<file path="config.mk">
export PLATFORM = sky130hd
export DESIGN_NAME = trace_sequencer
export DESIGN_NICKNAME = d
export VERILOG_FILES = /design/src/rtl/cache_sim_pkg.sv /design/src/rtl/sat_counter.sv /design/src/rtl/trace_sequencer.sv
export SDC_FILE = /design/constraint.sdc
export NUM_CORES = 1
export LEC_CHECK = 0
export ABC_AREA = 1
export BUFFER_PORTS_ARGS = -buffer_cell sky130_fd_sc_hd__buf_2
export CORE_AREA = 2 2 124 126
export DETAILED_ROUTE_END_ITERATION = 7
export DIE_AREA = 0 0 126 128
export GPL_TIMING_DRIVEN = 0
export SETUP_SLACK_MARGIN = 0.2
export SLEW_MARGIN = 5
export SYNTH_ARGS = -nofsm -noshare
export SYNTH_HDL_FRONTEND = slang
export SYNTH_SLANG_ARGS = --single-unit
</file>
<file path="constraint.sdc">
create_clock -name clk -period 2.7 [get_ports clk]
set_input_delay 0.135 -clock clk [delete_from_list [all_inputs] [get_ports clk]]
set_output_delay 0.135 -clock clk [all_outputs]
set_load 0.005 [all_outputs]
</file>
<file path="src/rtl/cache_sim_pkg.sv">
// cache_sim_pkg: shared trace sequencer states and trace ROM constants
package cache_sim_pkg;
  localparam int TRACE_ADDR_W = 16;
  localparam int TRACE_DATA_W = 32;
  localparam logic [TRACE_DATA_W-1:0] TRACE_SENTINEL = 32'h0000FFFF;
  typedef enum logic [2:0] {IDLE, FETCH, ISSUE, WAIT_RESP, DONE} seq_state_t;
endpackage

</file>
<file path="src/rtl/sat_counter.sv">
// sat_counter: clearable up-counter that sticks at all-ones
module sat_counter #(
  parameter int W = 16
) (
  input  logic         clk,
  input  logic         rst,
  input  logic         clr,
  input  logic         inc,
  output logic [W-1:0] q
);
  always_ff @(posedge clk or posedge rst)
    if (rst) q <= '0;
    else if (clr) q <= '0;
    else if (inc && !(&q)) q <= q + 1'b1;
endmodule

</file>
<file path="src/rtl/trace_sequencer.sv">
// trace_sequencer: replays a trace ROM into the cache one reference at a time and tallies results
module trace_sequencer
  import cache_sim_pkg::*;
#(
  parameter int                       CNT_W     = 16,
  parameter logic [TRACE_DATA_W-1:0] SENTINEL  = TRACE_SENTINEL,
  parameter logic [TRACE_ADDR_W-1:0] LAST_ADDR = 16'hFFFF
) (
  input  logic                    clk,
  input  logic                    rst,
  input  logic                    start,
  output logic [TRACE_ADDR_W-1:0] trace_addr,
  input  logic [TRACE_DATA_W-1:0] trace_ref,
  output logic                    ref_valid,
  output logic [TRACE_DATA_W-1:0] ref_data,
  input  logic                    ref_ready,
  input  logic                    resp_valid,
  input  logic                    resp_hit,
  output logic                    busy,
  output logic                    done,
  output logic [CNT_W-1:0]        ref_count,
  output logic [CNT_W-1:0]        hit_count,
  output logic [CNT_W-1:0]        miss_count
);
  seq_state_t st, nxt;
  logic clr, acc, rsp, fin;
  always_comb begin
    clr = (st == IDLE || st == DONE) && start;
    acc = st == ISSUE && ref_ready;
    rsp = st == WAIT_RESP && resp_valid;
    fin = st == FETCH && trace_ref == SENTINEL;
    nxt = clr ? FETCH :
          fin ? DONE :
          st == FETCH ? ISSUE :
          acc ? WAIT_RESP :
          rsp ? (trace_addr == LAST_ADDR ? DONE : FETCH) : st;
  end
  always_ff @(posedge clk or posedge rst)
    if (rst) begin
      st <= IDLE;
      trace_addr <= '0;
      ref_data <= '0;
      ref_valid <= 1'b0;
      busy <= 1'b0;
      done <= 1'b0;
    end else begin
      st <= nxt;
      busy <= nxt inside {FETCH, ISSUE, WAIT_RESP};
      done <= nxt == DONE;
      trace_addr <= clr ? '0 : (rsp && trace_addr != LAST_ADDR) ? trace_addr + 1'b1 : trace_addr;
      ref_valid <= (st == FETCH && !fin) || (st == ISSUE && !ref_ready);
      if (st == FETCH && !fin) ref_data <= trace_ref;
    end
  sat_counter #(.W(CNT_W)) u_ref (.clk(clk), .rst(rst), .clr(clr), .inc(acc), .q(ref_count));
  sat_counter #(.W(CNT_W)) u_hit (.clk(clk), .rst(rst), .clr(clr), .inc(rsp && resp_hit), .q(hit_count));
  sat_counter #(.W(CNT_W)) u_miss (.clk(clk), .rst(rst), .clr(clr), .inc(rsp && !resp_hit), .q(miss_count));
endmodule

</file>
## Word-level counts from Yosys, hierarchy flattened

Index checks and enable logic that the tools add are counted.

- Register bits after elaboration: 102
- Bits in latches: 0
- RAM bits: 0
- Memory bits (read-only): 0
- Input bits: 38
- Output and inout bits: 99
- Logic and storage cells: 67
- Memories kept: 0

- Add/sub/neg operators: 4
- Multipliers: 0
- Divide/modulo/power cells: 0
- Order comparisons: 0
- Equal/unequal tests: 11
- Shift operators: 0
- Mux-type cells: 14
- Bitwise logic cells: 0
- Reduce and logical (&&, ||, !) cells: 29

Operators with widths:

| kind | number |
|---|---|
| 16-bit 2-to-1 mux | 8 |
| 16-bit by 1-bit adder with 16-bit output, second input constant | 4 |
| 16-bit AND reduction | 3 |
| 32-bit by 16-bit == test with 1-bit output, second input constant | 1 |
| 3-bit 2-to-1 mux | 6 |
| 16-bit == test, second input constant | 1 |
| 16-bit != test, second input constant | 1 |
| 3-bit by 2-bit == test with 1-bit output, second input constant | 4 |
| 1-bit logical AND | 12 |
| 2-bit nonzero test | 4 |
| 3-bit by 1-bit == test with 1-bit output, second input constant | 2 |
| 3-bit == test, second input constant | 2 |
| 1-bit logical NOT | 6 |
| 3-bit logical NOT | 1 |
| 3-bit nonzero test | 1 |
| 1-bit logical OR | 2 |

## Longest topological paths before layout

Gate-level depths: netlist of run 1.

- Depth in word-level cells: 9
- Depth in mapped cells: 11
- Depth with buffers taken out: 10

## Hierarchy

A second synthesis of run 1 with hierarchy kept.

- Cell total of the unflattened synthesis: 808
- Area, all modules: 5878.1 sq um

By module, submodules not included:

| module | instances | cells each | area each (sq um) | sequential area each (sq um) |
|---|---|---|---|---|
| sat_counter | 3 | 157 | 1086.0 | 400.4 |
| trace_sequencer | 1 | 337 | 2620.0 | 1351.3 |

## Least setup slack after synthesis of run 1

Ideal clock, no wire load.

- Path kind: register -> register
- Start: reg trace_addr[0]
- End: reg trace_addr[12]
- Data arrival time: 1.492 ns
- Path slack: 1.092 ns
- Cell stages (with the launch flop): 12
- Clock period less this slack: 1.608 ns
- Cells stage by stage: dfrtp_1 ha_1 nand2_1 nor2_2 nand2_4 nor2_4 nor2_4 nor2_4 inv_2 buf_6 nand2_1 nand2_1

- Longest elaborated chain between the ends: 3

RTL lines:

| what | RTL line | RTL |
|---|---|---|
| start, declared | trace_sequencer.sv:12 | `output logic [TRACE_ADDR_W-1:0] trace_addr,` |
| start signal, assigned | trace_sequencer.sv:50 | `trace_addr <= clr ? '0 : (rsp && trace_addr != LAST_ADDR) ? trace_addr + 1'b1 : trace_addr;` |
| 16-bit by 1-bit adder with 16-bit output or 16-bit != test (tied branches) | trace_sequencer.sv:50 |  |
| 16-bit 2-to-1 mux or 1-bit logical AND (tied branches) | trace_sequencer.sv:50 |  |
| 16-bit 2-to-1 mux or 2-bit nonzero test (tied branches) | -- |  |

Parallel ways exist; a longest one is shown, timed or not. The select of a mux whose other input is x is not followed.
A chain may end at the register's enable or synchronous reset.

## Final worst setup path of run 1

- Start: reg trace_addr[0]
- End: reg busy

- Longest elaborated chain between the ends: 9

RTL lines:

| what | RTL line | RTL |
|---|---|---|
| 16-bit == test * | trace_sequencer.sv:36 | `rsp ? (trace_addr == LAST_ADDR ? DONE : FETCH) : st;` |
| 3-bit 2-to-1 mux * (2 in series) | trace_sequencer.sv:36 |  |
| 3-bit 2-to-1 mux * | trace_sequencer.sv:35 | `acc ? WAIT_RESP :` |
| 3-bit 2-to-1 mux * | trace_sequencer.sv:34 | `st == FETCH ? ISSUE :` |
| 3-bit 2-to-1 mux * | trace_sequencer.sv:33 | `fin ? DONE :` |
| 3-bit 2-to-1 mux * | trace_sequencer.sv:32 | `nxt = clr ? FETCH :` |
| 3-bit by 1-bit == test with 1-bit output or 3-bit by 2-bit == test with 1-bit output (tied branches) | trace_sequencer.sv:48 | `busy <= nxt inside {FETCH, ISSUE, WAIT_RESP};` |
| 3-bit nonzero test * | trace_sequencer.sv:48 |  |
| end signal, assigned | trace_sequencer.sv:48 |  |
| end, declared | trace_sequencer.sv:19 | `output logic busy,` |

Every way passes the cells marked *; elsewhere a longest branch is shown, timed or not.

==> results.json, run 1 <==
{
  "status": "finished clean",
  "critPathSlowestCell": "dfrtp_1",
  "gr-total-overflow": 0,
  "grt_setup_unrepaired": "no",
  "fill_cells": 1541,
  "setup_ws_ns": 0.850,
  "clock.fmax_mhz": 541,
  "syn_area_per_cell_sq_um": 7.65,
  "clock_latency_ns": 0.36,
  "power_density_nw_per_um2": 429,
  "synth-seq-cells": 102,
  "ctsHtreeMaxLevel": 3,
  "pre_cts_ws_ns": 0.822,
  "timing.critical_path.mode_cell": "nand2_1",
  "finalSetupTns_ns": 0,
  "setup_viol": 0,
  "antenna_left": 0,
  "route.detailed.drc": 0,
  "viasPerCell": 5.01,
  "clock_sinks": 102,
  "min_period_ns": 1.85,
  "syn_area_sq_um": 5820,
  "drtIter0Drc": 340,
  "worstHoldPathType": "primary input to flip-flop",
  "total_power_mw": 3.07,
  "wl_per_cell_um": 14.3,
  "routed_wirelength_mm": 15.8,
  "relSlewSlack_pct": 52.5,
  "dr.pass1.iters": 5,
  "vias": 5544,
  "worstPathArrival_ns": 2.11,
  "core_sq_um": 14900,
  "worst_pin_slew_ns": 0.712,
  "hold_viol_final": 0,
  "synth-edff-count": 0,
  "synth_top_flop_cell": "dfrtp_1",
  "synth_nets": 802,
  "fin_crit_sh_pct": 68.5,
  "ctsResizeCount": 0,
  "root_buffer": "clkbuf_16",
  "yosysUniqueCellTypes": 34,
  "die_y_um": 128,
  "grt_max_degree": 33,
  "cpLargestDelayFamily": "simple AND/OR/NAND/NOR gates",
  "dp_hpwl_mm": 12.0,
  "ir_drop_uv": 266,
  "path_buf_inv": 1,
  "first_global_vias": 5348,
  "cp.required_ns": 2.96,
  "slowest_delay_ns": 0.42,
  "cts_tree": "yes",
  "cts-buffers-inserted": 9,
  "syn_inst": 760,
  "start_util_pct": 39.1,
  "async_flop_share_pct": 100,
  "cp-start-kind": "flip-flop",
  "antenna_found_initial": 1,
  "clockBufferDepth": 2,
  "grt_pass1_wl_mm": 26.5,
  "drv_cap": 0,
  "crit_path_cell_trace": "ha_1, nand2_1, nor2_2, nand2_4, o21ai_2, nand2_1, nand2_1, nand3_1, nand2_1, inv_1",
  "grt_usage_pct": 20.3,
  "critPathCaptureType": "flip-flop",
  "die_w_um": 126,
  "cts_setup_buffers": 0,
  "whs_ns": 0.0172,
  "path_class": "flip-flop to flip-flop",
  "rows": 45,
  "io_pins": 137,
  "globalplace.congestion": 0.862,
  "p_leak_nw": 3.74,
  "synthToLayoutAreaGrowth_pct": 22.8,
  "final_nets": 954,
  "multi_input_area_sq_um": 2820,
  "critPathMaxFanout": 6,
  "regArea_sq_um": 2550,
  "yosysWarnings": 0,
  "slew_viol_final": 0,
  "dieArea_sq_um": 16100,
  "holdBufCountCts": 2,
  "clk_pin_slew_ns": 0.08,
  "io_buffers": 136,
  "synth-seq-area-share_pct": 43.9,
  "final_layout_size_suffix_gt1_share_pct": 23.9,
  "worst_clock_skew_ns": 0.00907
}
worst paths after layout:
path | cells past startpoint | start | slack (ns) | end
setup / recovery | 10 | trace_addr[0] | 0.85 | busy
hold / removal | 3 | trace_ref[10] | 0.02 | ref_data[10]
setup reg to reg | 10 | trace_addr[0] | 0.85 | busy
hold reg to reg | 2 | ref_data[21] | 0.47 | ref_data[21]
max in group asynchronous | 5 | rst | 1.71 | u_miss.q[3]
min in group asynchronous | 3 | rst | 0.30 | ref_data[13]
registers in the layout, indices dropped and copies added (netlist names):
signal      count
done            1
u_miss.q       16
ref_valid       1
ref_data       32
busy            1
trace_addr     16
u_hit.q        16
st              3
u_ref.q        16
worst reg2reg max path, cell delays in order (launching register included):
cell	delay (ns)
dfrtp_1	0.42
ha_1	0.28
nand2_1	0.11
nor2_2	0.17
nand2_4	0.10
o21ai_2	0.28
nand2_1	0.09
nand2_1	0.10
nand3_1	0.10
nand2_1	0.09
inv_1	0.03
kinds of logic after synthesis:
| logic type | Yosys count | synth area share, % |
|---|---|---|
| adders and majority gates | 4 | 0.860 |
| xor gates and xnor gates | 25 | 3.76 |
| DFF | 102 | 43.9 |
| and+or+nand+nor | 441 | 34.7 |
| buffers and inverters | 108 | 7.57 |
| AOI/OAI and AO/OA | 80 | 9.27 |
where the power goes:
part / internal (mW) / total (mW) / switching (mW)
sequential: 1.53 / 1.53 / 0
combinational: 0.0369 / 0.0978 / 0.0609
clock: 0.821 / 1.44 / 0.621
per-layer routing:
layer	track usage [%]	vias up	wire, um
met1	27.6	2557	7200
met4	7.56	0	293
li1	-	2801	-
met5	0	-	0
met2	31.5	167	7170
met3	5.13	19	1180
layout by cell type, fill, tap and decap left out, types with 2 or more instances in the layout:
cell and count:
nor3_1 27, dfrtp_1 102, nor2_4 4, clkbuf_16 9
bufinv_16 2, nand2_4 2, inv_2 5, nor3b_1 4
clkinvlp_4 3, a21oi_1 4, dlygate4sd3_1 2, buf_12 3
nand3_2 3, xnor2_1 7, o21bai_1 2, ha_1 4
inv_1 83, o21ai_0 28, buf_2 143, inv_6 2
nand2_2 6, nor2_1 79, nand2_1 203, nand3_1 70
o21ai_2 28, o21ai_1 7, clkbuf_1 8, nand4_1 37
buf_6 3, o31ai_1 10, diode_2 2, xor2_1 18
cell type report:
type	instances	share of cell area, %
Sequential cell	102	35.7
Clock inverter	6	1.30
Clock buffer	10	3.21
Multi-Input combinational cell	550	39.5
Buffer	19	1.49
Inverter	89	4.73
Tap cell	188	3.29
Antenna cell	2	0.0701
Timing Repair Buffer	141	10.6
cell usage after synthesis (3+ instances only):
| cell | number | area (sq um) |
|---|---|---|
| nand2_2 | 6 | 37.5 |
| nor3_1 | 27 | 135 |
| clkbuf_1 | 7 | 26.3 |
| inv_1 | 84 | 315 |
| dfrtp_1 | 102 | 2550 |
| a21oi_1 | 4 | 20.0 |
| nor3b_1 | 4 | 30.0 |
| ha_1 | 4 | 50.1 |
| o31ai_1 | 10 | 75.1 |
| xor2_1 | 18 | 158 |
| inv_2 | 5 | 18.8 |
| buf_6 | 3 | 33.8 |
| buf_2 | 7 | 35.0 |
| nor2_1 | 79 | 297 |
| o21ai_0 | 28 | 140 |
| xnor2_1 | 7 | 61.3 |
| nand2_1 | 203 | 762 |
| o21ai_1 | 7 | 35.0 |
| o21ai_2 | 28 | 245 |
| nand3_2 | 3 | 30.0 |
| nand4_1 | 37 | 231 |
| nand3_1 | 70 | 350 |
| nor2_4 | 4 | 45.0 |
metrics by stage:
stage / cell area (sq um) / cells / util [%]
after floorplan: 5820 / 760 / -
after global placement: 6740 / 1084 / 45.3
after detailed placement: 6800 / 1087 / 45.7
after CTS: 7140 / 1105 / 48.0
after global routing: 7140 / 1106 / 48.0
final: 7140 / 1107 / 48.1
Note: power is estimated with default switching activity, not from simulation.
==> inputs of run 2 (changes only) <==
Settings changed: ABC_AREA 1 to 0, CORE_AREA 2 2 124 126 to 2 2 117 119, DIE_AREA 0 0 126 128 to 0 0 119 121.
Clock period 2.7 ns to 1.75 ns, I/O delays scaled along.
==> results.json, run 2 <==
{
  "slew_viol_final": 0,
  "cts-buffers-inserted": 9,
  "relSlewSlack_pct": 32.7,
  "ir_drop_uv": 581,
  "yosysTopAreaCell": "dfrtp_1",
  "min_period_ns": 2.12,
  "grt_setup_unrepaired": "yes",
  "switchingPower_mw": 1.07,
  "final_core_utilization_pct": 67.4,
  "netSwitchingFraction_pct": 23.1,
  "syn_area_sq_um": 5190,
  "largest_register": "ref_data",
  "wl_per_cell_um": 18.0,
  "globalplace.congestion": 0.848,
  "start_util_pct": 39.6,
  "final_common_cell": "buf_2",
  "ctsHtreeMaxLevel": 3,
  "worstHoldPathType": "primary input to flip-flop",
  "route.detailed.drc": 0,
  "io_pins": 137,
  "total_power_mw": 4.65,
  "viasPerCell": 5.62,
  "dr.pass1.iters": 7,
  "mostFrequentLayoutCells": "buf_2 (136), dfrtp_1 (87), buf_4 (52)",
  "worst_pin_slew_ns": 1.00,
  "rows": 42,
  "die_w_um": 119,
  "p_comb_share_pct": 4.1,
  "synth_top_flop_cell": "dfrtp_1",
  "largest_reg_flops": 32,
  "p_clk_share_pct": 45.3,
  "yosysUniqueCellTypes": 43,
  "dieArea_sq_um": 14400,
  "grt_max_degree": 40,
  "setup_viol": 58,
  "synthToLayoutAreaGrowth_pct": 69.9,
  "clock_sinks": 102,
  "synth-edff-count": 0,
  "grt_pass1_wl_mm": 26.7,
  "syn_inst": 501,
  "synth_top_cell_area_share_pct": 49.2,
  "dpl.cell_count": 815,
  "internal-power_mw": 3.58,
  "status": "finished, violations left",
  "dp_hpwl_mm": 10.3,
  "routed_wirelength_mm": 17.2,
  "clock.fmax_mhz": 472,
  "gr-total-overflow": 0,
  "root_buffer": "clkbuf_16",
  "critPathCaptureType": "flip-flop",
  "worstPathArrival_ns": 2.40,
  "io_buffers": 136,
  "yosysWarnings": 0,
  "worst_clock_skew_ns": 0.00412,
  "diodes": 0,
  "final_cells": 956,
  "async_flop_share_pct": 100,
  "drv_cap": 0,
  "synth-seq-cells": 102,
  "vias": 5373,
  "p_seq_share_pct": 50.6,
  "synth-seq-area-share_pct": 49.2,
  "first_global_vias": 5302,
  "placed_cell_area_sq_um": 6420,
  "synth_nets": 543,
  "violations": "setup timing",
  "clock_latency_ns": 0.36,
  "design_area_sq_um": 8820,
  "antenna_found_initial": 1,
  "final_layout_size_suffix_gt1_share_pct": 57.4,
  "clk_pin_slew_ns": 0.07,
  "yosysMostFrequentCell": "dfrtp_1",
  "antenna_left": 0,
  "critPathMaxFanout": 8,
  "synthTopCellsByArea": "dfrtp_1 (49%), mux2_2 (6.7%), o31ai_1 (4.9%), a21oi_1 (4.4%), or4_1 (4.1%)",
  "power_density_nw_per_um2": 528,
  "hold_viol_final": 0,
  "die_y_um": 121,
  "cp-start-kind": "flip-flop",
  "fin_crit_sh_pct": 121,
  "p_leak_nw": 4.12,
  "drtIter0Drc": 378,
  "synth.top_cells.by_count": "dfrtp_1 (102), a21oi_1 (46), nand2_1 (34), o31ai_1 (34), mux2_2 (31)",
  "grt_usage_pct": 23.0,
  "setup_ws_ns": -0.366,
  "cts_tree": "yes",
  "clockBufferDepth": 2,
  "final_nets": 817,
  "core_sq_um": 13100,
  "cp.required_ns": 2.04,
  "path_class": "flip-flop to flip-flop",
  "syn_area_per_cell_sq_um": 10.4
}
-- run 2: cell count changes after synthesis, moves of 13 or more --
cell | previous run | this run
o21ai_2 | 28 | 0
a21oi_1 | 4 | 46
nor3_1 | 27 | 10
o31ai_1 | 10 | 34
xor2_1 | 18 | 0
mux2_2 | 0 | 31
nand4_1 | 37 | 24
nor2_1 | 79 | 6
mux2i_1 | 0 | 13
or4_1 | 0 | 28
nand3_1 | 70 | 28
nand2_1 | 203 | 34
inv_1 | 84 | 8
-- run 2: final cells by class --
| type | instances | area (sq um) |
|---|---|---|
| buffer | 24 | 333 |
| clock buffer | 9 | 225 |
| clock inverter | 7 | 80.1 |
| fill | 969 | 4270 |
| inverter | 8 | 33.8 |
| multi-input combinational | 367 | 3370 |
| sequential | 102 | 2570 |
| tap | 176 | 220 |
| timing repair buffer | 263 | 1980 |
-- run 2: stage by stage --
stage | hold WS (ns) | setup TNS [ns] | setup WS (ns)
floorplan | 0.219 | -6.47 | -0.212
global placement | 0.321 | -59.05 | -0.499
detailed placement | 0.281 | -32.41 | -0.489
CTS | 0.0700 | -5.76 | -0.309
global route | 0.137 | -12.28 | -0.441
finish | 0.104 | -7.88 | -0.366
-- run 2: power by group through the flow --
stage | clock network (mW) | logic, mW | registers (mW)
CTS | 2.15 | 0.187 | 2.35
floorplan | 0 | 0.0433 | 2.40
global route | 2.25 | 0.210 | 2.35
finish | 2.11 | 0.189 | 2.35
detailed placement | 0 | 0.128 | 2.40
global placement | 0 | 0.114 | 2.40
-- run 2: routing by layer --
layer / global-route usage, % / up-vias / part of all wire [%]
li1: - / 2508 / -
met1: 29.3 / 2670 / 42
met5: 0 / - / 0.029
met4: 6.55 / 2 / 1.2
met2: 37.6 / 176 / 50
met3: 7.42 / 17 / 7.1
-- run 2: worst paths after layout --
path | start | to | slack [ns] | cells after the start
worst max-delay path | u_miss.q[3] | u_miss.q[10] | -0.37 | 6
worst min-delay path | resp_valid | ref_valid | 0.10 | 4
worst max register to register | u_miss.q[3] | u_miss.q[10] | -0.37 | 6
worst min register to register | ref_data[5] | ref_data[5] | 0.51 | 1
max in group asynchronous | rst | u_miss.q[0] | 0.65 | 4
min in group asynchronous | rst | u_ref.q[13] | 0.42 | 3
-- run 2: logic make-up after synthesis --
logic type	after synthesis	synth area share (%)
compound gates	116	14.0
fa+ha+maj	4	0.965
buf+inv	32	2.75
flops	102	49.2
mux	45	9.45
simple gates	202	23.7
-- run 2: worst max-delay path: stages (launching register included) --
cell and delay (ns):
dfrtp_1 0.44, nand4_1 0.21, buf_4 0.20, or4_1 0.51
buf_6 0.15, or4_1 0.40, a21oi_1 0.13
-- run 2: timing repair --
item,CTS,global route
resized for setup,141,101
endpoints found under the setup margin,102,102
endpoints found under the hold margin,65,0
pin swaps,50,50
hold buffers,33,0
setup buffers,57,29
gates cloned,5,1
